`config.mk`:
```
export PLATFORM = sky130hd
export DESIGN_NAME = uart_add_requester
export DESIGN_NICKNAME = d
export VERILOG_FILES = /design/src/rtl/uart_add_requester.sv
export SDC_FILE = /design/constraint.sdc
export NUM_CORES = 1
export LEC_CHECK = 0
export ABC_AREA = 1
export BUFFER_PORTS_ARGS = -buffer_cell sky130_fd_sc_hd__buf_2
export CORE_UTILIZATION = 45
export CTS_CLUSTER_SIZE = 20
export DETAILED_ROUTE_END_ITERATION = 8
export GPL_TIMING_DRIVEN = 0
export HOLD_SLACK_MARGIN = 0.03
export PLACE_DENSITY = 0.66
export SYNTH_ARGS = -nofsm -noshare
export SYNTH_HDL_FRONTEND = slang
export SYNTH_SLANG_ARGS = --single-unit
```
`constraint.sdc`:
```
create_clock -name clk -period 1.7 [get_ports clk]
set_input_delay 0.085 -clock clk [delete_from_list [all_inputs] [get_ports clk]]
set_output_delay 0.085 -clock clk [all_outputs]
set_load 0.01 [all_outputs]
```
`src/rtl/uart_add_requester.sv`:
```
// uart_add_requester: initiator side of the 9-byte add-request / 5-byte
// add-response UART protocol. Latches a, b, cin on i_start, serialises the
// request through an internal transmitter, collects the 5-byte response with
// an internal receiver and presents sum/cout with a one-cycle o_done.
// Optional result checker: define UART_ADD_REQUESTER_CHECK_EN to add o_mismatch.

// 8N1 transmitter: one byte per i_data_available, o_done pulses after the stop bit.
module uart_add_requester_tx #(
  parameter int CLKS_PER_BIT = 434
) (
  input  logic       clk,
  input  logic       rst_n,
  input  logic       i_data_available,
  input  logic [7:0] i_data,
  output logic       o_tx,
  output logic       o_done
);
  localparam int CW = $clog2(CLKS_PER_BIT + 1);
  localparam logic [1:0] S_IDLE  = 2'd0;
  localparam logic [1:0] S_START = 2'd1;
  localparam logic [1:0] S_DATA  = 2'd2;
  localparam logic [1:0] S_STOP  = 2'd3;

  logic [1:0]    r_state;
  logic [CW-1:0] r_cnt;
  logic [2:0]    r_bit;
  logic [7:0]    r_shift;
  logic          r_tx;
  logic          r_done;

  // Bit-timing state machine; the line is driven from a register to stay glitch-free.
  always_ff @(posedge clk or negedge rst_n) begin
    if (!rst_n) begin
      r_state <= S_IDLE;
      r_cnt   <= '0;
      r_bit   <= '0;
      r_shift <= '0;
      r_tx    <= 1'b1;
      r_done  <= 1'b0;
    end else begin
      r_done <= 1'b0;
      case (r_state)
        S_IDLE: begin
          r_tx  <= 1'b1;
          r_cnt <= '0;
          r_bit <= '0;
          if (i_data_available) begin
            r_shift <= i_data;
            r_tx    <= 1'b0;
            r_state <= S_START;
          end
        end
        S_START: begin
          if (r_cnt == CW'(CLKS_PER_BIT - 1)) begin
            r_cnt   <= '0;
            r_tx    <= r_shift[0];
            r_state <= S_DATA;
          end else begin
            r_cnt <= r_cnt + 1'b1;
          end
        end
        S_DATA: begin
          if (r_cnt == CW'(CLKS_PER_BIT - 1)) begin
            r_cnt <= '0;
            if (r_bit == 3'd7) begin
              r_tx    <= 1'b1;
              r_state <= S_STOP;
            end else begin
              r_bit   <= r_bit + 1'b1;
              r_shift <= r_shift >> 1;
              r_tx    <= r_shift[1];
            end
          end else begin
            r_cnt <= r_cnt + 1'b1;
          end
        end
        default: begin
          if (r_cnt == CW'(CLKS_PER_BIT - 1)) begin
            r_cnt   <= '0;
            r_done  <= 1'b1;
            r_state <= S_IDLE;
          end else begin
            r_cnt <= r_cnt + 1'b1;
          end
        end
      endcase
    end
  end

  assign o_tx   = r_tx;
  assign o_done = r_done;
endmodule

// 8N1 receiver: o_data_available rises mid stop bit and stays high until the
// next start bit is seen, so consumers must edge-detect it.
module uart_add_requester_rx #(
  parameter int CLKS_PER_BIT = 434
) (
  input  logic       clk,
  input  logic       rst_n,
  input  logic       i_rx,
  output logic       o_data_available,
  output logic [7:0] o_data
);
  localparam int CW = $clog2(CLKS_PER_BIT + 1);
  localparam logic [1:0] S_IDLE  = 2'd0;
  localparam logic [1:0] S_START = 2'd1;
  localparam logic [1:0] S_DATA  = 2'd2;
  localparam logic [1:0] S_STOP  = 2'd3;

  logic [1:0]    r_state;
  logic [CW-1:0] r_cnt;
  logic [2:0]    r_bit;
  logic [7:0]    r_shift;
  logic          r_dv;
  logic          r_rx_m;
  logic          r_rx_s;

  // Two-flop synchroniser for the asynchronous serial input.
  always_ff @(posedge clk or negedge rst_n) begin
    if (!rst_n) begin
      r_rx_m <= 1'b1;
      r_rx_s <= 1'b1;
    end else begin
      r_rx_m <= i_rx;
      r_rx_s <= r_rx_m;
    end
  end

  // Mid-bit sampling state machine.
  always_ff @(posedge clk or negedge rst_n) begin
    if (!rst_n) begin
      r_state <= S_IDLE;
      r_cnt   <= '0;
      r_bit   <= '0;
      r_shift <= '0;
      r_dv    <= 1'b0;
    end else begin
      case (r_state)
        S_IDLE: begin
          r_cnt <= '0;
          r_bit <= '0;
          if (!r_rx_s) begin
            r_dv    <= 1'b0;
            r_state <= S_START;
          end
        end
        S_START: begin
          if (r_cnt == CW'((CLKS_PER_BIT - 1) / 2)) begin
            r_cnt   <= '0;
            r_state <= r_rx_s ? S_IDLE : S_DATA;
          end else begin
            r_cnt <= r_cnt + 1'b1;
          end
        end
        S_DATA: begin
          if (r_cnt == CW'(CLKS_PER_BIT - 1)) begin
            r_cnt   <= '0;
            r_shift <= {r_rx_s, r_shift[7:1]};
            if (r_bit == 3'd7) r_state <= S_STOP;
            else               r_bit   <= r_bit + 1'b1;
          end else begin
            r_cnt <= r_cnt + 1'b1;
          end
        end
        default: begin
          if (r_cnt == CW'(CLKS_PER_BIT - 1)) begin
            r_cnt   <= '0;
            r_dv    <= 1'b1;
            r_state <= S_IDLE;
          end else begin
            r_cnt <= r_cnt + 1'b1;
          end
        end
      endcase
    end
  end

  assign o_data_available = r_dv;
  assign o_data           = r_shift;
endmodule

module uart_add_requester #(
  parameter int CLKS_PER_BIT = 434,
  parameter int TIMEOUT_CLKS = 50000
) (
  input  logic        clk,
  input  logic        rst_n,
  input  logic        i_start,
  input  logic [31:0] i_a,
  input  logic [31:0] i_b,
  input  logic        i_cin,
  input  logic        i_uart_rx,
  output logic        o_uart_tx,
  output logic        o_busy,
  output logic        o_done,
  output logic [31:0] o_sum,
  output logic        o_cout,
  output logic        o_timeout
`ifdef UART_ADD_REQUESTER_CHECK_EN
  ,
  output logic        o_mismatch
`endif
);
  localparam int TW = $clog2(TIMEOUT_CLKS + 1);
  localparam logic [2:0] IDLE    = 3'd0;
  localparam logic [2:0] TX_LOAD = 3'd1;
  localparam logic [2:0] TX_WAIT = 3'd2;
  localparam logic [2:0] RX_WAIT = 3'd3;
  localparam logic [2:0] FINISH  = 3'd4;

  logic [2:0]    r_state;
  logic [31:0]   r_a;
  logic [31:0]   r_b;
  logic          r_cin;
  logic [3:0]    r_tx_idx;
  logic [2:0]    r_rx_idx;
  logic [TW-1:0] r_tmo_cnt;
  logic [31:0]   r_sh_sum;
  logic          r_sh_cout;
  logic          r_rx_dv_q;
  logic          r_busy;
  logic          r_done;
  logic [31:0]   r_sum;
  logic          r_cout;
  logic          r_timeout;

  logic          w_tx_dv;
  logic [7:0]    w_tx_byte;
  logic          w_tx_done;
  logic          w_rx_dv;
  logic [7:0]    w_rx_byte;
  logic          w_rx_rise;

  uart_add_requester_tx #(.CLKS_PER_BIT(CLKS_PER_BIT)) u_tx (
    .clk              (clk),
    .rst_n            (rst_n),
    .i_data_available (w_tx_dv),
    .i_data           (w_tx_byte),
    .o_tx             (o_uart_tx),
    .o_done           (w_tx_done)
  );

  uart_add_requester_rx #(.CLKS_PER_BIT(CLKS_PER_BIT)) u_rx (
    .clk              (clk),
    .rst_n            (rst_n),
    .i_rx             (i_uart_rx),
    .o_data_available (w_rx_dv),
    .o_data           (w_rx_byte)
  );

  assign w_tx_dv   = (r_state == TX_LOAD);
  assign w_rx_rise = w_rx_dv & ~r_rx_dv_q;

  // Request frame byte selection: a then b, LSB first, then carry-in.
  always_comb begin
    w_tx_byte = 8'h00;
    case (r_tx_idx)
      4'd0:    w_tx_byte = r_a[7:0];
      4'd1:    w_tx_byte = r_a[15:8];
      4'd2:    w_tx_byte = r_a[23:16];
      4'd3:    w_tx_byte = r_a[31:24];
      4'd4:    w_tx_byte = r_b[7:0];
      4'd5:    w_tx_byte = r_b[15:8];
      4'd6:    w_tx_byte = r_b[23:16];
      4'd7:    w_tx_byte = r_b[31:24];
      default: w_tx_byte = {7'b0, r_cin};
    endcase
  end

`ifdef UART_ADD_REQUESTER_CHECK_EN
  logic        r_b0_hi;
  logic        r_mismatch;
  logic [32:0] w_expect;

  // Reference result from the latched operands.
  function automatic logic [32:0] add33(input logic [31:0] a, input logic [31:0] b,
                                        input logic cin);
    add33 = {1'b0, a} + {1'b0, b} + {32'b0, cin};
  endfunction

  assign w_expect = add33(r_a, r_b, r_cin);

  // Checker: response byte 0 upper bits and final comparison against the reference.
  always_ff @(posedge clk or negedge rst_n) begin
    if (!rst_n) begin
      r_b0_hi    <= 1'b0;
      r_mismatch <= 1'b0;
    end else begin
      if (r_state == IDLE && i_start) r_mismatch <= 1'b0;
      if (r_state == RX_WAIT && w_rx_rise && r_rx_idx == 3'd0) r_b0_hi <= |w_rx_byte[7:1];
      if (r_state == FINISH)
        r_mismatch <= !r_timeout && (({r_sh_cout, r_sh_sum} != w_expect) || r_b0_hi);
    end
  end

  assign o_mismatch = r_mismatch;
`endif

  // Transaction sequencer: request, response collection, timeout and completion.
  always_ff @(posedge clk or negedge rst_n) begin
    if (!rst_n) begin
      r_state   <= IDLE;
      r_a       <= '0;
      r_b       <= '0;
      r_cin     <= 1'b0;
      r_tx_idx  <= '0;
      r_rx_idx  <= '0;
      r_tmo_cnt <= '0;
      r_sh_sum  <= '0;
      r_sh_cout <= 1'b0;
      r_rx_dv_q <= 1'b0;
      r_busy    <= 1'b0;
      r_done    <= 1'b0;
      r_sum     <= '0;
      r_cout    <= 1'b0;
      r_timeout <= 1'b0;
    end else begin
      r_rx_dv_q <= w_rx_dv;
      r_done    <= 1'b0;
      case (r_state)
        IDLE: begin
          if (i_start) begin
            r_a       <= i_a;
            r_b       <= i_b;
            r_cin     <= i_cin;
            r_timeout <= 1'b0;
            r_busy    <= 1'b1;
            r_tx_idx  <= '0;
            r_state   <= TX_LOAD;
          end
        end
        TX_LOAD: r_state <= TX_WAIT;
        TX_WAIT: begin
          if (w_tx_done) begin
            if (r_tx_idx == 4'd8) begin
              r_rx_idx  <= '0;
              r_tmo_cnt <= '0;
              r_state   <= RX_WAIT;
            end else begin
              r_tx_idx <= r_tx_idx + 1'b1;
              r_state  <= TX_LOAD;
            end
          end
        end
        RX_WAIT: begin
          if (w_rx_rise) begin
            r_tmo_cnt <= '0;
            r_rx_idx  <= r_rx_idx + 1'b1;
            case (r_rx_idx)
              3'd0:    r_sh_cout       <= w_rx_byte[0];
              3'd1:    r_sh_sum[7:0]   <= w_rx_byte;
              3'd2:    r_sh_sum[15:8]  <= w_rx_byte;
              3'd3:    r_sh_sum[23:16] <= w_rx_byte;
              default: r_sh_sum[31:24] <= w_rx_byte;
            endcase
            if (r_rx_idx == 3'd4) r_state <= FINISH;
          end else if (r_tmo_cnt == TW'(TIMEOUT_CLKS - 1)) begin
            r_timeout <= 1'b1;
            r_state   <= FINISH;
          end else begin
            r_tmo_cnt <= r_tmo_cnt + 1'b1;
          end
        end
        default: begin
          r_done <= 1'b1;
          r_busy <= 1'b0;
          if (!r_timeout) begin
            r_sum  <= r_sh_sum;
            r_cout <= r_sh_cout;
          end
          r_state <= IDLE;
        end
      endcase
    end
  end

  assign o_busy    = r_busy;
  assign o_done    = r_done;
  assign o_sum     = r_sum;
  assign o_cout    = r_cout;
  assign o_timeout = r_timeout;
endmodule
```
==> results of run 1 <==
layout make-up:
type | count | area share (%)
sequential | 210 | 41.9
clock buffer | 31 | 5.22
tap | 275 | 2.74
multi-input combinational | 833 | 33.7
timing repair buffer | 207 | 12.1
inverter | 89 | 2.75
buffer | 26 | 1.21
clock inverter | 9 | 0.458
worst reg2reg max path, delay by kind of cell, from the launching register on:
family,cells,cell delay [ps]
and+or+nand+nor,4,450
adders and majority gates,2,410
DFF,1,400
buffers and inverters,2,180
AOI/OAI and AO/OA,1,80
worst min path at each step:
stage	end	cells after the start	slack, ps
5_1_grt	r_state[1]$_DFFE_PN0P_	4	90
2_1_floorplan	o_busy$_DFFE_PN0P_	0	-210
3_3_place_gp	u_rx.r_rx_m$_DFF_PN1_	1	190
6_report	r_state[1]$_DFFE_PN0P_	4	70
4_1_cts	r_state[1]$_DFFE_PN0P_	4	40
3_5_place_dp	u_rx.r_cnt[8]$_DFF_PN0_	1	170
what timing repair did:
item / in CTS / in global routing
buffers inserted: 15 / 18
pin swaps: 6 / 15
cloned: 0 / 2
hold buffers: 67 / 0
resized for setup: 41 / 70
endpoints found under the setup margin: 120 / 132
hold endpoints to repair: 162 / 0
Yosys cell counts (3+ instances only):
cell type / number / area share [%]
sky130_fd_sc_hd__nand2_1: 456 / 18
sky130_fd_sc_hd__dfrtp_1: 207 / 53
sky130_fd_sc_hd__nor2_1: 100 / 3.9
sky130_fd_sc_hd__inv_1: 83 / 3.2
sky130_fd_sc_hd__o21ai_0: 76 / 3.9
sky130_fd_sc_hd__nand3_1: 55 / 2.8
sky130_fd_sc_hd__mux2_2: 33 / 3.8
sky130_fd_sc_hd__ha_1: 26 / 3.3
sky130_fd_sc_hd__a21oi_1: 23 / 1.2
sky130_fd_sc_hd__clkbuf_1: 16 / 0.62
sky130_fd_sc_hd__nor3_1: 14 / 0.72
sky130_fd_sc_hd__buf_2: 12 / 0.62
sky130_fd_sc_hd__nand4_1: 10 / 0.64
sky130_fd_sc_hd__inv_2: 6 / 0.23
sky130_fd_sc_hd__xor2_1: 5 / 0.45
sky130_fd_sc_hd__nor3b_1: 4 / 0.31
sky130_fd_sc_hd__dfstp_2: 3 / 0.81
sky130_fd_sc_hd__nand2_2: 3 / 0.19
sky130_fd_sc_hd__nand3b_1: 3 / 0.23
metrics by stage:
stage / instance area (um2) / setup WS (ps) / instances / power (uW) / hold slack (ps)
after floorplan: 9720 / 94.0 / 1160 / 5330 / -211
after global placement: 10600 / -3030 / 1540 / 5560 / 194
after detailed placement: 10600 / -329 / 1541 / 5570 / 166
after CTS: 12300 / 12.3 / 1661 / 10400 / 41.5
after global routing: 12600 / -29.0 / 1680 / 10700 / 87.5
final: 12600 / 69.9 / 1680 / 10300 / 73.7
per-layer routing:
metal  vias to the layer above  share of wire, %  wire length [um]
li1                       4145                 -                 -
met4                         0               1.7               403
met2                       194                48             11400
met3                        29               4.6              1090
met5                         -                 0                 0
met1                      3968                46             10800
registers in the layout, indices dropped and copies added, names as in the netlist, 4 cells and up:
signal and count:
u_rx.o_data 8, r_tx_idx 4, u_tx.r_cnt 9, r_tmo_cnt 16, r_a 32, r_sh_sum 32
r_b 32, o_sum 32, u_rx.r_cnt 9, u_tx.r_shift 8
cell families (layout without fill, tap and decap cells):
logic type               count (synthesis)  in the layout
AO/OA/AOI/OAI                          110            110
XOR/XNOR                                 6              6
flip-flops                             210            210
multiplexers                            33             33
adder cells (fa/ha/maj)                 26             26
buffers and inverters                  118            362
AND/OR/NAND/NOR                        657            658
power groups by stage:
stage / sequential [uW] / combinational (uW) / clock [uW]
global placement: 5230 / 328 / 0
CTS: 5140 / 473 / 4750
global route: 5150 / 554 / 4950
floorplan: 5220 / 117 / 0
detailed placement: 5230 / 343 / 0
finish: 5140 / 493 / 4660
==> qor.yml, run 1 <==
area_of_all_sequential_standard_cells_um2: 5270
initial_utilization_pct: 46.1
p_switching_uw: 2270
synthToLayoutAreaGrowth_pct: 29.3
cpMostUsedCell: "sky130_fd_sc_hd__ha_1"
endpoint_kind: "flip-flop"
synth_top_flop_cell: "sky130_fd_sc_hd__dfrtp_1"
place.port_buffers: 105
cts_sinks: 210
yosys.area_share.simple_pct: 27.5
finalCoreUtilization_pct: 59.6
final_common_cell: "sky130_fd_sc_hd__nand2_1"
library_cell_contributing_the_largest_single_delay_on_the_critical_path: "sky130_fd_sc_hd__dfrtp_1"
post-route-min-period_ps: 1630
grt.met1_usage_pct: 29.5
cts_max_path_buffers: 3
post_drt_via_cell_ratio: 4.96
die_area_um2: 22200
grt_antenna_before_repair: 0
seq_total_area_yosys_pct: 54.1
antenna_violating_nets_post_route: 0
max-vdd-ir-drop_mv: 0.839
number_of_h_tree_levels: 1
p_sw_share_pct: 22.1
detail_route.first_pass.iterations: 5
grt_util_met2_pct: 35.3
synth-seq-cells: 210
fill_cell_count: 1875
crit_family: "simple AND/OR/NAND/NOR gates"
core_area_um2: 21100
top_level_ports: 106
drt-total-wl_um: 23700
timing.reg2reg.worst_path_depth: 9
nets: 1485
core_rows: 53
clock_insertion_delay_worst_skew_ps: 500
slew_headroom_pct: 51.4
clk_pin_slew_worst_paths_ps: 60
grt_setup_unrepaired: "yes"
crit_arrival_ps: 2000
setup_viol_count_final: 0
globalplace.congestion: 0.930
tightest_slew_ps: 729
critical_path_peak_fanout: 3
worstPathCellList: "ha_1 > ha_1 > nor2_2 > nand3_2 > nand2_4 > buf_4 > inv_1 > nand2_1 > o21ai_0"
synth_adder_area_share_pct: 3.35
number_of_global_route_vias_before_repair: 7979
synth-xor-area-share_pct: 0.540
hpwl_um: 15200
route.detailed.drc: 0
groute.layer.met3.usage_pct: 3.24
final.period_utilization_pct: 95.9
combinationalPowerShare_pct: 4.8
edff_count_synth: 0
holdCritStartpoint: "i_start"
critical_path_buf_inv_count: 2
pwr-share-seq_pct: 50.0
run_status: "finished, final reports clean"
worst-path-stages: 9
power.density_nw_per_um2: 819
cts-root-buf: "sky130_fd_sc_hd__clkbuf_16"
syn-mean-instance-area_um2: 8.38
antenna_fix_cells: 0
number_of_hold_violations_in_the_final_report: 0
grt_overflow_total: 0
synthMuxAreaShare_pct: 3.82
most-common-layout-cells: "sky130_fd_sc_hd__nand2_1, sky130_fd_sc_hd__dfrtp_1, sky130_fd_sc_hd__buf_2, sky130_fd_sc_hd__nor2_1"
synthesis.yosys.warnings: 0
reg2reg_setup_slack_ps: 70
post_synth_instance_area_um2: 9720
start_kind: "flip-flop"
fin_worst_skew_ps: 8.88
die_x_um: 149
top_usage_layer_grt: "met2"
floorplan.die.height_um: 149
synth_cells: 1160
startpoint: "u_tx.r_bit[0]$_DFFE_PN0P_"
cts_tree: "yes"
synth-compound-area-share_pct: 5.89
worstSetupPathType: "reg -> reg"
slew_violations: 0
avgRoutedWirePerCell_um: 14.1
vias: 8336
reg2reg_launch_point: "u_tx.r_bit[0]$_DFFE_PN0P_"
setup_tns_ps: 0
max_stage_delay_ps: 400
min_path_type: "in -> reg"
layout_cell_share_with_drive_strength_beyond_1_pct: 22.6
synth_top_family_by_area: "simple AND/OR/NAND/NOR gates"
power.share.clock_pct: 45.2
intPower_uw: 8020
async_flop_share_pct: 100
cts_buffers: 23
syn-num-nets: 1255
critical_path.endpoint: "u_tx.r_bit[0]$_DFFE_PN0P_"
drt_first_iter_violations: 433
grt_use_total_pct: 21.4
critical_path.reg2reg.endpoint: "u_tx.r_bit[0]$_DFFE_PN0P_"
global_route_wire_length_before_repair_um: 38100
static-leakage-power_uw: 0.00644
max_cap_violations: 0
largest_net_degree_at_the_start_of_global_routing: 115
multiInputGateArea_um2: 4240
synthDistinctLibCells: 38
timing.critical_path.required_ps: 2070
max_freq_mhz: 613
No activity file was read; power rests on OpenSTA's default activity.
==> run 2: changes to the inputs <==
--- a/config.mk
+++ b/config.mk
@@ -7,6 +7,7 @@
 export LEC_CHECK = 0
 export ABC_AREA = 1
 export BUFFER_PORTS_ARGS = -buffer_cell sky130_fd_sc_hd__buf_2
+export CORE_ASPECT_RATIO = 0.75
 export CORE_UTILIZATION = 45
 export CTS_CLUSTER_SIZE = 20
 export DETAILED_ROUTE_END_ITERATION = 8
==> run 2 against run 1 <==
Compared with the run above:
- the run now ends with setup timing left
- via count rose by 0.28%
- clock power rose by 7.5%
- sequential share of layout area is 0.75 points lower
- clock-buffer cell count decreased by 2
- critical path depth is 2 higher
- sequential power about the same
- maximum frequency decreased by 6.2%
- combinational power barely moved
- die area barely moved
- cell area rose by 1.9%
- register-to-register slack worse by 110 ps
==> qor.yml, run 2 (same netlist as run 1, synthesis figures left out) <==
run_status: "finished, violations left"
failed_checks: "setup timing"
fill_cell_count: 1849
grt_setup_unrepaired: "yes"
cts-root-buf: "sky130_fd_sc_hd__clkbuf_16"
clock_insertion_delay_worst_skew_ps: 500
critical_path.reg2reg.endpoint: "u_tx.r_shift[2]$_DFFE_PN0P_"
worstPathCellList: "inv_2 > buf_6 > ha_4 > clkinvlp_4 > nor2_4 > nand2_1 > nand2_1 > nor2_1 > nand2_1 > nand2_1 > a21oi_1"
hpwl_um: 15800
drt_first_iter_violations: 592
core_rows: 46
place.port_buffers: 105
multiInputGateArea_um2: 4350
fin_worst_skew_ps: 10.5
max-vdd-ir-drop_mv: 0.581
globalplace.congestion: 0.901
post-route-min-period_ps: 1740
grt_overflow_total: 0
global_route_wire_length_before_repair_um: 38700
cpMostUsedCell: "sky130_fd_sc_hd__nand2_1"
hold_path_depth: 4
final.setup.worst_slack_ps: -37.0
endpoint_kind: "flip-flop"
holdCritStartpoint: "i_start"
post_layout_nonfiller_instances: 1696
cts_sinks: 210
critical_path_peak_fanout: 7
setup_tns_ps: -37.0
grt_antenna_before_repair: 0
initial_utilization_pct: 45.9
setup_viol_count_final: 2
final_cell_area_um2: 12800
tightest_slew_ps: 689
die_area_um2: 22200
area_of_all_sequential_standard_cells_um2: 5270
drt-total-wl_um: 24100
detail_route.first_pass.iterations: 7
worstSetupPathType: "reg -> reg"
antenna_violating_nets_post_route: 0
cts_buffers: 22
numPlacedInstances: 1554
post_drt_via_cell_ratio: 4.93
vias: 8359
layout_cell_share_with_drive_strength_beyond_1_pct: 25.4
top_level_ports: 106
max_freq_mhz: 576
final.period_utilization_pct: 102
die_x_um: 172
most-common-layout-cells: "sky130_fd_sc_hd__nand2_1, sky130_fd_sc_hd__dfrtp_1, sky130_fd_sc_hd__buf_2, sky130_fd_sc_hd__nor2_1, sky130_fd_sc_hd__dlygate4sd3_1"
number_of_global_route_vias_before_repair: 7867
number_of_h_tree_levels: 1
final_common_cell: "sky130_fd_sc_hd__nand2_1"
cts_max_path_buffers: 3
hold_path_end: "r_state[1]$_DFFE_PN0P_"
floorplan.die.height_um: 129
max_cap_violations: 0
route.detailed.drc: 0
power.density_nw_per_um2: 831
core_area_um2: 21200
number_of_hold_violations_in_the_final_report: 0
synthToLayoutAreaGrowth_pct: 31.7
slew_violations: 0
max_stage_delay_ps: 440
timing.reg2reg.worst_path_depth: 11
crit_arrival_ps: 2160
library_cell_contributing_the_largest_single_delay_on_the_critical_path: "sky130_fd_sc_hd__dfrtp_2"
grt_use_total_pct: 21.8
finalCoreUtilization_pct: 60.5
clk_pin_slew_worst_paths_ps: 60
detailed_place.area_um2: 10600
static-leakage-power_uw: 0.00654
antenna_fix_cells: 0
slew_headroom_pct: 54.1
avgRoutedWirePerCell_um: 14.2
nets: 1488
reg2reg_launch_point: "r_tx_idx[0]$_DFFE_PN0P_"
cts_tree: "yes"
reg2reg_setup_slack_ps: -40
start_kind: "flip-flop"
largest_net_degree_at_the_start_of_global_routing: 122
timing.critical_path.required_ps: 2120
min_path_type: "in -> reg"
[run 2: cell types whose count changed in the layout (fill, tap and decap cells not counted), moves of 4 or more]
cell,delta
sky130_fd_sc_hd__inv_1,-4
sky130_fd_sc_hd__nand2_2,+14
sky130_fd_sc_hd__buf_2,+5
sky130_fd_sc_hd__nor2_1,-4
sky130_fd_sc_hd__inv_2,+4
sky130_fd_sc_hd__nand2_1,-17
sky130_fd_sc_hd__clkbuf_2,+4
sky130_fd_sc_hd__clkbuf_1,-4
sky130_fd_sc_hd__o21ai_0,-6
[run 2: how the worst max path moves through the flow]
stage	end	depth (start not counted)	slack (ps)	startpoint
detailed placement	u_tx.r_shift[2]$_DFFE_PN0P_	11	-340	r_tx_idx[0]$_DFFE_PN0P_
floorplan	r_sh_sum[29]$_DFFE_PN0P_	7	90	r_rx_idx[0]$_DFFE_PN0P_
global placement	u_rx.r_cnt[0]$_DFF_PN0_	1	-3100	rst_n
global route	u_tx.r_shift[1]$_DFFE_PN0P_	11	-110	r_tx_idx[0]$_DFFE_PN0P_
CTS	r_sh_sum[20]$_DFFE_PN0P_	6	-20	r_state[2]$_DFFE_PN0P_
finish	u_tx.r_shift[2]$_DFFE_PN0P_	11	-40	r_tx_idx[0]$_DFFE_PN0P_
[run 2: worst max-delay path: cells and delay by family, from the launching register on]
family	cells	cell delay, ps
buffers and inverters	3	330
adders and majority gates	1	170
and+or+nand+nor	6	600
AOI/OAI and AO/OA	1	120
DFF	1	440
[run 2: timing repair]
item | in CTS | in global routing
endpoints found under the hold margin | 155 | 0
gates resized for setup | 45 | 122
cloned | 0 | 2
pin swaps | 2 | 29
endpoints found under the setup margin | 122 | 140
buffers inserted | 5 | 29
hold buffers | 67 | 0
[run 2: area by class of cell]
type | instances | area share (%)
multi-input combinational | 832 | 34.0
clock buffer | 29 | 4.90
clock inverter | 10 | 1.03
buffer | 29 | 1.31
inverter | 89 | 2.71
timing repair buffer | 209 | 12.1
sequential | 210 | 41.1
tap | 288 | 2.81
[run 2: through the flow]
step	hold slack (ps)	total power, uW	setup slack (ps)
after floorplan	-211	5330	94.0
after global placement	195	5560	-3100
after detailed placement	143	5570	-345
after CTS	41.8	10700	-16.8
after global routing	53.4	11000	-112
final	53.5	10600	-37.0
[run 2: power by group]
group | internal [uW] | total, uW | switching [uW]
clock network | 3060 | 5010 | 1950
registers | 5090 | 5140 | 56.9
logic | 233 | 494 | 261
[run 2: per-layer routing]
layer	global-route usage (%)	vias up	routed length, um
met5	0	-	0
met4	5.10	0	491
met3	3.05	39	1100
met2	34.2	201	10800
met1	32.0	3972	11800
li1	-	4147	-
==> run 3: changes to the inputs <==
--- a/config.mk
+++ b/config.mk
@@ -8,12 +8,12 @@
 export ABC_AREA = 1
 export BUFFER_PORTS_ARGS = -buffer_cell sky130_fd_sc_hd__buf_2
 export CORE_ASPECT_RATIO = 0.75
-export CORE_UTILIZATION = 45
+export CORE_UTILIZATION = 50
 export CTS_CLUSTER_SIZE = 20
 export DETAILED_ROUTE_END_ITERATION = 8
 export GPL_TIMING_DRIVEN = 0
 export HOLD_SLACK_MARGIN = 0.03
-export PLACE_DENSITY = 0.66
+export PLACE_DENSITY = 0.72
 export SYNTH_ARGS = -nofsm -noshare
 export SYNTH_HDL_FRONTEND = slang
 export SYNTH_SLANG_ARGS = --single-unit
==> run 3 against run 2 <==
Compared with the run above:
- the flow now finishes without violations
- register-to-register slack improved by 50 ps
- utilization is 6.4 points higher
- sequential cell count is the same
- maximum frequency grew 3.1%
- clock skew up 0.53 ps
- clock power decreased by 9.2%
- critical path depth down 1
- total power is 4.3% lower
- critical path type unchanged
==> qor.yml, run 3 (same netlist as run 1, synthesis figures left out) <==
drt_first_iter_violations: 708
drt-total-wl_um: 24700
reg2reg_setup_slack_ps: 10
library_cell_contributing_the_largest_single_delay_on_the_critical_path: "sky130_fd_sc_hd__dfrtp_2"
number_of_global_route_vias_before_repair: 7965
max_stage_delay_ps: 440
slew_violations: 0
cts_max_path_buffers: 3
antenna_fix_cells: 0
vias: 8462
tightest_slew_ps: 742
cts_buffers: 21
floorplan.die.height_um: 123
critical_path_peak_fanout: 7
global_route_wire_length_before_repair_um: 39000
cts-root-buf: "sky130_fd_sc_hd__clkbuf_16"
die_x_um: 163
detail_route.first_pass.iterations: 5
dpl_worst_slack_ps: -394
die_area_um2: 20000
start_kind: "flip-flop"
crit_arrival_ps: 2090
number_of_h_tree_levels: 1
max_freq_mhz: 593
top_level_ports: 106
post-route-min-period_ps: 1690
static-leakage-power_uw: 0.00646
worstSetupPathType: "reg -> reg"
critical_path_buf_inv_count: 3
power.density_nw_per_um2: 811
nets: 1481
initial_utilization_pct: 51.8
crit_family: "simple AND/OR/NAND/NOR gates"
most-common-layout-cells: "sky130_fd_sc_hd__nand2_1, sky130_fd_sc_hd__dfrtp_1, sky130_fd_sc_hd__buf_2, sky130_fd_sc_hd__nor2_1"
worstPathCellList: "nor2_2 > nand2_1 > inv_2 > nand2_1 > nand2_2 > inv_2 > nand2_4 > buf_12 > nand2_1 > o21ai_0"
reg2reg_launch_point: "r_state[0]$_DFFE_PN0P_"
clk_pin_slew_worst_paths_ps: 70
critical_path.reg2reg.endpoint: "r_tmo_cnt[2]$_DFFE_PN0P_"
cts_tree: "yes"
cts_sinks: 210
avgRoutedWirePerCell_um: 15.0
grt_overflow_total: 0
endpoint_kind: "flip-flop"
post_drt_via_cell_ratio: 5.14
final_common_cell: "sky130_fd_sc_hd__nand2_1"
layout_cell_share_with_drive_strength_beyond_1_pct: 23.3
antenna_violating_nets_post_route: 0
clock_insertion_delay_worst_skew_ps: 500
timing.critical_path.required_ps: 2110
max-vdd-ir-drop_mv: 0.517
globalplace.congestion: 0.925
synthToLayoutAreaGrowth_pct: 29.2
route.detailed.drc: 0
core_rows: 43
timing.reg2reg.worst_path_depth: 10
setup_viol_count_final: 0
final.hold.worst_slack_ps: 185
min_path_type: "in -> async"
max_cap_violations: 0
place.port_buffers: 105
final.setup.worst_slack_ps: 14.8
final.period_utilization_pct: 99.1
hpwl_um: 15400
core_area_um2: 18800
grt_use_total_pct: 24.6
fin_worst_skew_ps: 11.0
run_status: "finished, final reports clean"
worst-path-stages: 10
largest_net_degree_at_the_start_of_global_routing: 117
cpMostUsedCell: "sky130_fd_sc_hd__nand2_1"
grt_antenna_before_repair: 0
grt_setup_unrepaired: "yes"
slew_headroom_pct: 50.5
number_of_hold_violations_in_the_final_report: 0
[run 3: report_power, final]
part	total, uW	leakage, uW	switching [uW]	internal [uW]
registers	5140	0.00280	57.3	5090
clock network	4550	0.000335	1950	2600
logic	498	0.00332	265	233
total	10200	0.00646	2270	7920
[run 3: per-stage QoR]
| step | cell area (um2) | setup TNS, ps | power (uW) | utilization (%) | cells |
|---|---|---|---|---|---|
| after detailed placement | 10600 | -21850 | 5570 | 56.4 | 1513 |
| after floorplan | 9720 | 0 | 5330 | - | 1160 |
| after global routing | 12600 | -1090 | 10500 | 66.9 | 1646 |
| after CTS | 12100 | 0 | 10200 | 64.6 | 1626 |
| final | 12600 | 0 | 10200 | 66.9 | 1646 |
| after global placement | 10600 | -639630 | 5550 | 56.2 | 1512 |
[run 3: per-layer routing]
metal	vias to the layer above	GRT usage, %	share of wire (%)
li1	4129	-	-
met1	4009	35.8	47
met2	277	38.8	45
met3	47	3.41	5.5
met4	0	6.48	1.9
met5	-	0	0
[run 3: worst max path at each step]
stage | start | end | slack (ps)
5_1_grt | r_state[0]$_DFFE_PN0P_ | r_tmo_cnt[2]$_DFFE_PN0P_ | -110
3_3_place_gp | rst_n | u_rx.r_cnt[0]$_DFF_PN0_ | -2980
6_report | r_state[0]$_DFFE_PN0P_ | r_tmo_cnt[2]$_DFFE_PN0P_ | 10
3_5_place_dp | r_tx_idx[0]$_DFFE_PN0P_ | u_tx.r_shift[1]$_DFFE_PN0P_ | -390
2_1_floorplan | r_rx_idx[0]$_DFFE_PN0P_ | r_sh_sum[29]$_DFFE_PN0P_ | 90
4_1_cts | r_rx_idx[0]$_DFFE_PN0P_ | r_sh_sum[24]$_DFFE_PN0P_ | 2
[run 3: final cells by class]
cell class / count / area (um2)
timing repair buffer: 204 / 1510
fill: 1416 / 6210
buffer: 28 / 178
clock buffer: 26 / 584
clock inverter: 10 / 85.1
inverter: 89 / 343
sequential: 210 / 5260
multi-input combinational: 832 / 4290
tap: 247 / 309
[run 3: worst register-to-register path: cells and delay by family (launching register included)]
| family | cells | cell delay (ps) |
|---|---|---|
| buffers and inverters | 3 | 330 |
| flip-flops | 1 | 440 |
| AND/OR/NAND/NOR | 6 | 730 |
| AO/OA/AOI/OAI | 1 | 90 |
[run 3: repair_timing]
| item | in CTS | in global routing |
|---|---|---|
| hold endpoints to repair | 161 | 0 |
| setup endpoints to repair | 125 | 120 |
| hold buffers | 68 | 0 |
| pin swaps | 5 | 23 |
| cloned | 0 | 1 |
| gates resized for setup | 37 | 114 |
| buffers inserted | 10 | 19 |
